==> config.mk <==
export PLATFORM = sky130hd
export DESIGN_NAME = cart_mem_bridge
export DESIGN_NICKNAME = d
export VERILOG_FILES = /design/src/rtl/cart_mem_bridge.sv
export SDC_FILE = /design/constraint.sdc
export NUM_CORES = 1
export LEC_CHECK = 0
export BUFFER_PORTS_ARGS = -buffer_cell sky130_fd_sc_hd__buf_4
export CORE_ASPECT_RATIO = 1.1
export CORE_MARGIN = 10
export CORE_UTILIZATION = 35
export CTS_CLUSTER_SIZE = 20
export DETAILED_ROUTE_END_ITERATION = 12
export GPL_TIMING_DRIVEN = 0
export SYNTH_ARGS = -nofsm -noshare
export SYNTH_HDL_FRONTEND = slang
export SYNTH_SLANG_ARGS = --single-unit
==> constraint.sdc <==
create_clock -name clk -period 2.52 [get_ports clk]
set_clock_uncertainty 0.1 [all_clocks]
set_input_delay 0.378 -clock clk [delete_from_list [all_inputs] [get_ports clk]]
set_output_delay 0.378 -clock clk [all_outputs]
set_load 0.01 [all_outputs]
==> src/rtl/cart_mem_bridge.sv <==
// cart_mem_bridge
//   Turns Z80-style cartridge memory cycles into single request/acknowledge
//   transactions on a byte-wide memory port. It inserts CPU wait states while
//   a transaction is outstanding and abandons a transaction that the memory
//   controller never acknowledges.
//
//   Optional feature: define CART_READ_CACHE_EN to add a one-entry read cache.
//   A read that hits the cache completes with no memory request and no wait.
//
// Ports
//   clk, reset          clock; synchronous active-high reset
//   cpu_mreq/rd/wr      CPU memory strobes (active-high, synchronous to clk)
//   cpu_din             CPU write data
//   cs                  slot/subslot select for this cartridge
//   mem_addr            translated address from the upstream mapper
//   mem_unmaped         upstream says the address is unmapped
//   sram_en             upstream says the address is writable SRAM
//   cpu_dout            read data to the CPU
//   cpu_wait            CPU wait request (combinational)
//   ram_req, ram_we     memory request and write qualifier
//   ram_addr, ram_din   memory address and write data
//   ram_dout, ram_ack   memory read data and single-cycle acknowledge
//   timeout_err         sticky: a memory request timed out
module cart_mem_bridge (
  input  logic        clk,
  input  logic        reset,
  input  logic        cpu_mreq,
  input  logic        cpu_rd,
  input  logic        cpu_wr,
  input  logic [7:0]  cpu_din,
  input  logic        cs,
  input  logic [24:0] mem_addr,
  input  logic        mem_unmaped,
  input  logic        sram_en,
  output logic [7:0]  cpu_dout,
  output logic        cpu_wait,
  output logic        ram_req,
  output logic        ram_we,
  output logic [24:0] ram_addr,
  output logic [7:0]  ram_din,
  input  logic [7:0]  ram_dout,
  input  logic        ram_ack,
  output logic        timeout_err
);

  typedef enum logic [1:0] {IDLE = 2'd0, REQ = 2'd1, HOLD = 2'd2} state_t;

  state_t      state;
  state_t      state_next;
  logic        qual;
  logic        qual_prev;
  logic        start;
  logic        idle_start;
  logic        unmapped_rd;
  logic        need_mem;
  logic        go;
  logic        done;
  logic        timeout;
  logic        hit;
  logic [7:0]  hit_data;
  logic [7:0]  rd_data;
  logic [7:0]  count;

  // A held strobe is one access: only the rising edge of the qualified strobe starts one.
  assign qual        = cs & cpu_mreq & (cpu_rd | cpu_wr);
  assign start       = qual & ~qual_prev;
  assign idle_start  = start & (state == IDLE);
  // A cycle with both strobes set is treated as a write.
  assign unmapped_rd = ~cpu_wr & mem_unmaped;
  assign done        = (state == REQ) & ram_ack;
  // The count reaches 255 in this cycle; an ack in the same cycle still wins.
  assign timeout     = (state == REQ) & ~ram_ack & (count == 8'd254);
  assign go          = idle_start & need_mem;

  // Decide whether a starting access needs the memory port.
  always_comb begin
    need_mem = 1'b0;
    if (cpu_wr) begin
      need_mem = sram_en & ~mem_unmaped;
    end else begin
      need_mem = ~mem_unmaped & ~hit;
    end
  end

`ifdef CART_READ_CACHE_EN
  logic        cache_valid;
  logic [24:0] cache_tag;
  logic [7:0]  cache_data;

  assign hit      = cache_valid & (cache_tag == mem_addr) & ~cpu_wr & ~mem_unmaped;
  assign hit_data = cache_data;

  // Fill on every completed read; keep the entry coherent with completed writes.
  always_ff @(posedge clk) begin
    if (reset) begin
      cache_valid <= 1'b0;
      cache_tag   <= 25'd0;
      cache_data  <= 8'h00;
    end else if (done & ~ram_we) begin
      cache_valid <= 1'b1;
      cache_tag   <= ram_addr;
      cache_data  <= ram_dout;
    end else if (done & ram_we & cache_valid & (ram_addr == cache_tag)) begin
      cache_data  <= ram_din;
    end
  end
`else
  assign hit      = 1'b0;
  assign hit_data = 8'hFF;
`endif

  // State register.
  always_ff @(posedge clk) begin
    if (reset) begin
      state <= IDLE;
    end else begin
      state <= state_next;
    end
  end

  // Next-state logic.
  always_comb begin
    state_next = state;
    case (state)
      IDLE: begin
        if (go) state_next = REQ;
        else    state_next = IDLE;
      end
      REQ: begin
        if (ram_ack | timeout) state_next = HOLD;
        else                   state_next = REQ;
      end
      HOLD: begin
        if (!cpu_mreq) state_next = IDLE;
        else           state_next = HOLD;
      end
      default: state_next = IDLE;
    endcase
  end

  // CPU-facing outputs; unmapped reads and cache hits answer in the start cycle.
  always_comb begin
    cpu_wait = go | (state == REQ);
    cpu_dout = rd_data;
    if (idle_start & unmapped_rd) begin
      cpu_dout = 8'hFF;
    end else if (idle_start & hit) begin
      cpu_dout = hit_data;
    end else begin
      cpu_dout = rd_data;
    end
  end

  // Memory port registers, read-data holding register, timeout counter and flag.
  always_ff @(posedge clk) begin
    if (reset) begin
      qual_prev   <= 1'b0;
      ram_req     <= 1'b0;
      ram_we      <= 1'b0;
      ram_addr    <= 25'd0;
      ram_din     <= 8'h00;
      rd_data     <= 8'hFF;
      count       <= 8'd0;
      timeout_err <= 1'b0;
    end else begin
      qual_prev <= qual;

      if (go) begin
        ram_req  <= 1'b1;
        ram_we   <= cpu_wr;
        ram_addr <= mem_addr;
        ram_din  <= cpu_din;
      end else if (done | timeout) begin
        ram_req  <= 1'b0;
      end

      if (go) begin
        count <= 8'd0;
      end else if (state == REQ) begin
        count <= count + 8'd1;
      end

      if (done & ~ram_we) begin
        rd_data <= ram_dout;
      end else if (timeout) begin
        rd_data <= 8'hFF;
      end else if (idle_start & unmapped_rd) begin
        rd_data <= 8'hFF;
      end else if (idle_start & hit) begin
        rd_data <= hit_data;
      end

      if (timeout) begin
        timeout_err <= 1'b1;
      end
    end
  end

endmodule

# == Yosys cells after proc, flatten, opt, wreduce, memory -nomap -nowiden ==
# Index checks and enable logic that the tools add are counted.
# classes
addsub,1
n_eq_ne,3
mux,10
bitwise,21
reduce_logical,3
# op_table
cell,n
$mux 8,3
$and 1x1->1,12
$add 8x1->8 const B,1
$eq 8x8->1 const B,1
$pmux 2 s3,1
$not 1->1,5
$mux 1,4
$mux 2,2
$or 1x1->1,4
$eq 2x1->1 const B,1
$eq 2x2->1 const B,1
$logic_not 2->1,1
$reduce_bool 2->1,1
$reduce_or 2->1,1
# totals
register_bits,55
out_inout_bits,45
word_cells,47

# == Logic depth before layout (Yosys ltp) ==
# Gate-level depths: netlist of the first run.
# logic_depth
depth_word,8
mapped_depth,6

# == Worst setup path after synthesis of the first run ==
# No wires, ideal clock.
# synth_path
path_type,reg2out
startpoint,register state[0]
endpoint,output port cpu_wait
t_arrival_ns,1.484
slack_ns,0.558
path_stages_with_launch,6
path_cell_list,dfxtp_1 or3_4 a2111oi_2 buf_6 buf_12 or2_2
# synth_via
elab_chain_len,4
elab_cells_between_ends,5
cone_classes,1 x eq/ne; 3 x bitwise; 1 x reduce/logical
# synth_rtl
element,line_no,text
from (decl),48,state_t state;
from (signal assigned),117,state <= state_next;
$logic_not 2->1,67,assign idle_start = start & (state == IDLE);
$and 1x1->1,67,
$and 1x1->1,73,assign go = idle_start & need_mem;
$or 1x1->1 (*),143,cpu_wait = go | (state == REQ);
to (decl),36,"output logic cpu_wait,"
# Every way passes the cells marked *; elsewhere a longest branch is shown, timed or not.

# == Final worst setup path of the first run ==
# Ends and elaborated chain as after synthesis.

==> results of run 1 <==
==> routing by layer <==
metal,global-route usage,vias to the layer above,share of wire
li1,-,895,-
met3,0.0711,5,0.14
met4,0.0242,0,0.0070
met1,0.132,784,0.46
met5,0,-,0
met2,0.153,80,0.40
==> layout by cell type, fill, tap and decap left out, types with 3 or more instances in the layout <==
master	synthesis	layout
inv_1	6	6
clkbuf_1	6	6
mux2i_1	34	34
nor3_1	8	8
nor2_1	38	38
buf_12	4	4
a31oi_1	3	3
buf_4	0	95
o22a_1	8	8
xor2_1	3	3
dfxtp_1	55	55
nand2_1	4	4
or2_2	9	9
clkbuf_8	0	5
xnor2_1	4	4
==> path summary, 6_finish.rpt <==
kind	start	to	slack, ps	cells after the start
setup / recovery	state[0]	cpu_wait	160	6
hold / removal	ram_dout[0]	rd_data[0]	180	2
setup reg to reg	state[0]	ram_addr[13]	390	7
hold reg to reg	timeout_err	timeout_err	360	2
==> flip-flops by register name, indices dropped and copies added, names as in the netlist <==
signal       count
state            2
rd_data          8
ram_addr        25
ram_req          1
qual_prev        1
ram_din          8
timeout_err      1
ram_we           1
count            8
==> final cells by class <==
type / instances / area, sq um / share of cell area
sequential: 55 / 1100 / 0.359
inverter: 6 / 22.5 / 0.00735
timing repair buffer: 95 / 713 / 0.233
multi-input combinational: 132 / 935 / 0.305
clock buffer: 5 / 68.8 / 0.0225
buffer: 12 / 119 / 0.0388
tap: 77 / 96.3 / 0.0315
clock inverter: 1 / 7.51 / 0.00245
==> cells by family (layout without fill, tap and decap cells) <==
family                     Yosys count  after routing  synth area share
and+or+nand+nor                     72             72             0.162
DFF                                 55             55             0.510
muxes                               34             34             0.158
buffers and inverters               18            119            0.0655
AOI/OAI and AO/OA                   17             17            0.0649
xor gates and xnor gates             7              7            0.0284
adders and majority gates            2              2            0.0116
==> synth_stat cells (all sizes together), types with 3 or more instances <==
master  count  area, sq um
nor3        8         40.0
nor2       38          143
clkbuf      6         22.5
or2         9         56.3
a31oi       3         18.8
dfxtp      55         1100
o22a        8         70.1
xor2        3         26.3
buf         6         96.3
nand2       4         15.0
xnor2       4         35.0
inv         6         22.5
mux2i      34          340
==> power breakdown <==
group | internal [W] | switching (W)
registers | 0.000886 | 0.00000923
clock network | 0.000185 | 0.000260
logic | 0.000103 | 0.0000717
total | 0.00117 | 0.000341
==> stage by stage <==
stage,cells,setup WS [ps]
6_report,383,158
5_1_grt,383,52.3
4_1_cts,383,102
3_5_place_dp,376,233
3_3_place_gp,376,84.2
2_1_floorplan,205,558
==> worst max-delay path: stages, from the launching register on <==
cell       delay (ps)
dfxtp_1           360
or3_4             420
a2111oi_4         320
buf_6             160
buf_12            110
or2_2             100
buf_4             110
==> repair_timing <==
action	in CTS	in global routing
hold buffers	0	0
gates cloned	0	0
resized for setup	1	1
setup endpoints to repair	9	1
buffers inserted	1	0
==> flow_summary.json, run 1 <==
{
  "status": "complete, no violations",
  "core_sq_um": 5880,
  "fin_area_sq_um": 3060,
  "synth_edf_count": 0,
  "vias": 1764,
  "drt_pass1_iterations": 3,
  "worstPathMaxFanout": 10,
  "total_power_w": 0.00151,
  "finish.utilization": 0.521,
  "synth_cell_types": 32,
  "drc": 0,
  "ys_seq_elements": 55,
  "fmax_ghz": 0.423,
  "gp_congestion": 0.763,
  "nNetsFinal": 359,
  "cellLeakagePower_nw": 1.26,
  "clk_pin_slew_ps": 90,
  "syn_area_sq_um": 2160,
  "drive_gt1_frac": 0.389,
  "vias_per_cell": 4.61,
  "period_share": 0.937,
  "wire_per_inst_um": 14.1,
  "initial_core_util": 0.367,
  "worstSetupEndpointType": "primary output",
  "required_ps": 2040,
  "grtUsageTotal": 0.108,
  "period_needed_ps": 2360,
  "crit_arrival_ps": 1880,
  "cts_buffers": 5,
  "rsz0062_at_grt": "no",
  "fp-row-count": 29,
  "crit_type": "reg -> out",
  "tritoncts": "yes",
  "gr-total-overflow": 0,
  "die-area_sq_um": 9710,
  "cts.sinks": 55,
  "setup_viol": 0,
  "async_reset_ff_frac": 0,
  "start_kind": "flop",
  "synth_flop_cell": "dfxtp_1",
  "first_global_vias": 1742,
  "area_delta_synth_final_pct": 41.9,
  "root_buffer": "clkbuf_8",
  "grt_antenna_before_repair": 0,
  "syn_avg_cell_area_sq_um": 10.5,
  "dp_hpwl_mm": 4.17,
  "max-vdd-ir-drop_mv": 0.337,
  "ys_seq_area_frac": 0.510,
  "die_w_um": 94.9,
  "maxSlewViolCount": 0,
  "hold_ws_ps": 182,
  "yosysWarnings": 0,
  "num_antenna_cells": 0,
  "wl_mm": 5.41,
  "ant_nets": 0,
  "port_buffers": 94,
  "syn_nets": 257,
  "grt_first_pass_wirelength_mm": 8.51,
  "ios": 95,
  "htree_levels": 2,
  "fin_tns_setup_ps": 0,
  "die_h_um": 102,
  "relSlewSlack": 0.522,
  "max-clock-path-buffers": 2,
  "cap_viol_max_count": 0,
  "drtIter0Drc": 59,
  "power_density_nw_per_um2": 495,
  "grt_max_degree": 16,
  "hold_violations": 0,
  "fill_cells": 583,
  "tightest_slew_ps": 715,
  "hp-class": "in -> reg",
  "clk_latency_ps": 300,
  "place_area_sq_um": 2960,
  "synthCells": 205
}
Note: power is estimated with default switching activity, not from simulation.
==> run 2, diff against run 1 <==
- ABC_AREA: default -> 1
==> run 2 against run 1 <==
Compared with the run above: non-clock buffer count increased by 1; final area increased by 13%; critical path depth increased by 1; highest routed layer unchanged; clock power increased by 53%; synthesized area increased by 16%; wire length increased by 23%; synthesized cell count increased by 87%; sequential share of layout area decreased by 4.1 points; die area increased by 13%; via count increased by 36%; setup slack improved by 340 ps; global-route usage increased by 1.7 points.
==> flow_summary.json, run 2 <==
{
  "status": "complete, no violations",
  "cap_viol_max_count": 0,
  "async_reset_ff_frac": 0,
  "wire_per_inst_um": 11.7,
  "grt_first_pass_wirelength_mm": 11.2,
  "relSlewSlack": 0.693,
  "drc": 0,
  "port_buffers": 94,
  "ctsResizeCount": 0,
  "clk_latency_ps": 310,
  "period_needed_ps": 2020,
  "cts_buffers": 5,
  "synth_area_leader_cell": "dfxtp_1",
  "first_global_vias": 2321,
  "layout_commonest_cell": "nand2_1",
  "die_w_um": 101,
  "start_kind": "flop",
  "syn_nets": 435,
  "worstSetupEndpointType": "primary output",
  "cp-startpoint": "state[0]",
  "cp-endpoint": "cpu_wait",
  "synthCells": 383,
  "drtIter0Drc": 77,
  "ant_nets": 0,
  "die-area_sq_um": 11000,
  "max-clock-path-buffers": 2,
  "period_share": 0.802,
  "total_power_w": 0.00182,
  "setup_viol": 0,
  "rsz0062_at_grt": "no",
  "clk_pin_slew_ps": 90,
  "nNetsFinal": 536,
  "ys_seq_area_frac": 0.439,
  "synth_top_area_share": 0.439,
  "regToRegSetupSlack_ps": 1040,
  "fp-row-count": 32,
  "rr_worst_depth": 9,
  "dp_hpwl_mm": 5.20,
  "crit_arrival_ps": 1540,
  "root_buffer": "clkbuf_8",
  "drive_gt1_frac": 0.254,
  "synth_flop_cell": "dfxtp_1",
  "fmax_ghz": 0.495,
  "ios": 95,
  "post_cts_buffers": 0,
  "synth_cell_types": 25,
  "finish.utilization": 0.493,
  "synth_area_leaders": "dfxtp_1 44%, nand2_1 17%, nor2_1 12%",
  "regMostFlops": "ram_addr",
  "worstPathMaxFanout": 10,
  "dp_cells": 562,
  "die_h_um": 109,
  "layout_common_cells": "115 x nand2_1, 94 x buf_4, 81 x nor2_1",
  "initial_core_util": 0.358,
  "vias_per_cell": 4.20,
  "fin_tns_setup_ps": 0,
  "synth_common_cells": "115 x nand2_1, 81 x nor2_1, 68 x inv_1",
  "r2r-end": "rd_data[6]",
  "core_sq_um": 7010,
  "num_antenna_cells": 0,
  "grt_antenna_before_repair": 0,
  "syn_area_sq_um": 2510,
  "area_delta_synth_final_pct": 37.7,
  "crit_type": "reg -> out",
  "grtUsageTotal": 0.124,
  "synth_most_common_cell": "nand2_1",
  "grt_max_degree": 17,
  "drt_pass1_iterations": 4,
  "wl_mm": 6.66,
  "yosysWarnings": 0,
  "tritoncts": "yes",
  "vias": 2392,
  "cellLeakagePower_nw": 1.93,
  "cts.sinks": 55,
  "tightest_slew_ps": 461,
  "maxSlewViolCount": 0,
  "ys_seq_elements": 55,
  "synth_edf_count": 0,
  "rr_startpoint": "count[0]",
  "gr-total-overflow": 0,
  "largest_reg_flops": 25,
  "layout.cells.non_filler": 570,
  "postCtsHoldBufs": 0,
  "hp-class": "in -> reg",
  "syn_avg_cell_area_sq_um": 6.55,
  "power_density_nw_per_um2": 527,
  "hold_violations": 0,
  "htree_levels": 2,
  "max-vdd-ir-drop_mv": 0.308,
  "required_ps": 2040,
  "gp_congestion": 0.788
}
-- run 2: cell count changes in the layout (fill, tap and decap cells not counted), sizes merged, moves of 8 or more --
cell   previous run  this run
or2               9         1
inv               6        72
o21ai             0         8
o22a              8         0
nand2             4       116
nor2             38        84
mux2i            34         0
nand3             1        16
-- run 2: kinds of logic after synthesis --
group,Yosys count,share of synthesized area
xor gates and xnor gates,4,0.0140
buffers and inverters,87,0.148
adders and majority gates,2,0.00997
AOI/OAI and AO/OA,14,0.0284
and+or+nand+nor,221,0.361
DFF,55,0.439
-- run 2: worst min path at each step --
stage / endpoint / slack, ps / cells past startpoint / startpoint
final: timeout_err / 180 / 2 / reset
after floorplan: ram_req / 350 / 1 / reset
after CTS: state[0] / 160 / 2 / reset
after detailed placement: timeout_err / 350 / 2 / timeout_err
after global routing: ram_req / 160 / 2 / reset
after global placement: timeout_err / 340 / 2 / timeout_err
-- run 2: critical path: stages (launching register included) --
cell and delay [ps]:
dfxtp_1 390, inv_2 50, nand2_1 80, inv_2 50, nand3_4 150, buf_2 280, nand2_1 90, buf_4 150
-- run 2: layout make-up --
class / instances / area [sq um]
Buffer: 14 / 96.3
Tap cell: 85 / 106
Fill cell: 738 / 3550
Timing Repair Buffer: 94 / 706
Sequential cell: 55 / 1100
Multi-Input combinational cell: 241 / 1040
Clock inverter: 2 / 60.1
Clock buffer: 6 / 72.6
Inverter: 73 / 274
-- run 2: through the flow --
stage	setup WS [ps]	hold WS, ps	instance area (sq um)
global placement	598	340	3320
finish	500	177	3450
CTS	467	162	3450
global route	338	160	3450
floorplan	1010	347	2510
detailed placement	604	346	3320
-- run 2: metal layers --
metal	wire [um]	part of all wire	global-route usage
met4	78	0.012	0.0394
met2	2940	0.44	0.192
met5	0	0	0
met1	2850	0.43	0.140
met3	790	0.12	0.0753
-- run 2: where the power goes --
part	internal (W)	switching (W)
Combinational	0.000115	0.000111
Clock	0.000397	0.000286
Sequential	0.000896	0.0000132
Total	0.00141	0.000410
==> run 3, diff against run 2 <==
- clock period: 2.52 -> 1.9 ns (I/O delays scaled with it)
==> run 3 against run 2 <==
Compared with the run above: sequential share of layout area fell by 0.15 points; cell count did not move; critical path type unchanged; non-clock buffer count did not move.
==> flow_summary.json, run 3 (synthesis results as in run 2) <==
{
  "dp_hpwl_mm": 5.20,
  "postCtsHoldBufs": 0,
  "regMostFlops": "ram_addr",
  "period_share": 0.929,
  "drt_pass1_iterations": 4,
  "clk_pin_slew_ps": 90,
  "maxSlewViolCount": 0,
  "wire_per_inst_um": 11.7,
  "p_clk_frac": 0.377,
  "worstSetupEndpointType": "primary output",
  "status": "complete, no violations",
  "tritoncts": "yes",
  "rsz0062_at_grt": "no",
  "crit_type": "reg -> out",
  "gr-total-overflow": 0,
  "root_buffer": "clkbuf_8",
  "first_global_vias": 2316,
  "setup_viol": 0,
  "switching_share": 0.228,
  "initial_core_util": 0.358,
  "clk_latency_ps": 310,
  "max-clock-path-buffers": 2,
  "nNetsFinal": 536,
  "required_ps": 1510,
  "worstPathBufferInverterCount": 3,
  "power_density_nw_per_um2": 697,
  "core_sq_um": 7010,
  "worstPathCellList": "nor2_1 > nand2_1 > inv_2 > nand3_4 > buf_6 > nand2_1 > buf_4",
  "total_power_w": 0.00242,
  "grt_first_pass_wirelength_mm": 11.1,
  "tightest_slew_ps": 505,
  "seqPwrFrac": 0.498,
  "p_switching_w": 0.000551,
  "drc": 0,
  "htree_levels": 2,
  "wl_mm": 6.64,
  "die_w_um": 101,
  "worstPathMaxFanout": 10,
  "cellLeakagePower_nw": 1.94,
  "largest_reg_flops": 25,
  "crit_slowest_cell": "dfxtp_1",
  "fin_area_sq_um": 3470,
  "drtIter0Drc": 87,
  "port_buffers": 94,
  "fmax_ghz": 0.567,
  "grt_antenna_before_repair": 0,
  "crit_family": "buffers and inverters",
  "slowest_delay_ps": 340,
  "start_kind": "flop",
  "drive_gt1_frac": 0.254,
  "ant_nets": 0,
  "pwr-share-comb": 0.125,
  "fp-row-count": 32,
  "layout_commonest_cell": "nand2_1",
  "hold_violations": 0,
  "gp_congestion": 0.788,
  "die-area_sq_um": 11000,
  "num_antenna_cells": 0,
  "cap_viol_max_count": 0,
  "vias": 2415,
  "grtUsageTotal": 0.124,
  "max-vdd-ir-drop_mv": 0.411,
  "crit_arrival_ps": 1380,
  "cts_buffers": 5,
  "layout_common_cells": "115 x nand2_1, 95 x buf_4, 81 x nor2_1",
  "vias_per_cell": 4.24,
  "grt_max_degree": 19,
  "period_needed_ps": 1760,
  "cp_common_cell": "nand2_1",
  "place_area_sq_um": 3320,
  "p_int_w": 0.00187,
  "area_delta_synth_final_pct": 38.3,
  "cts.sinks": 55,
  "fin_tns_setup_ps": 0,
  "die_h_um": 109,
  "relSlewSlack": 0.663,
  "hp-class": "in -> reg",
  "ios": 95
}
==> run 3: power by group through the flow <==
stage / Combinational, W / Clock, W / Sequential, W
floorplan: 0.000124 / 0 / 0.00125
CTS: 0.000306 / 0.000938 / 0.00121
global placement: 0.000302 / 0 / 0.00123
finish: 0.000303 / 0.000911 / 0.00121
detailed placement: 0.000305 / 0 / 0.00123
global route: 0.000345 / 0.000983 / 0.00121
==> run 3: what timing repair did <==
| action | in CTS | in global routing |
|---|---|---|
| buffers inserted | 0 | 1 |
| resized for setup | 0 | 4 |
| endpoints found under the setup margin | 1 | 9 |
==> run 3: final timing paths <==
path,slack [ps],start,endpoint,depth (start not counted)
worst max-delay path,140,state[1],cpu_dout[1],7
worst min-delay path,90,reset,timeout_err,2
worst max register to register,380,state[0],ram_we,8
worst min register to register,360,timeout_err,timeout_err,2
==> run 3: final cells by class <==
class / instances / area [sq um]
clock inverters: 2 / 60.1
flip-flops and latches: 55 / 1100
well taps: 85 / 106
plain buffers: 13 / 97.6
repair buffers: 95 / 713
inverters: 73 / 274
multi-input cells: 241 / 1040
clock buffers: 6 / 72.6
fillers: 732 / 3540
==> run 3: per-layer routing <==
metal  vias to the layer above  global-route usage  wire length, um
met5                         -                   0                0
met4                         0              0.0394               76
met3                         5              0.0759              802
met2                        69               0.191             2950
met1                      1036               0.138             2810
li1                       1305                   -                -
==> run 3: per-stage QoR <==
| stage | cells | worst slack [ps] | hold WS (ps) | utilization |
|---|---|---|---|---|
| 2_1_floorplan | 383 | 571 | 254 | - |
| 5_1_grt | 570 | 13.3 | 72.8 | 0.495 |
| 6_report | 570 | 136 | 85.3 | 0.495 |
| 3_5_place_dp | 562 | 170 | 346 | 0.474 |
| 4_1_cts | 569 | 26.6 | 69.2 | 0.492 |
| 3_3_place_gp | 562 | 164 | 340 | 0.474 |
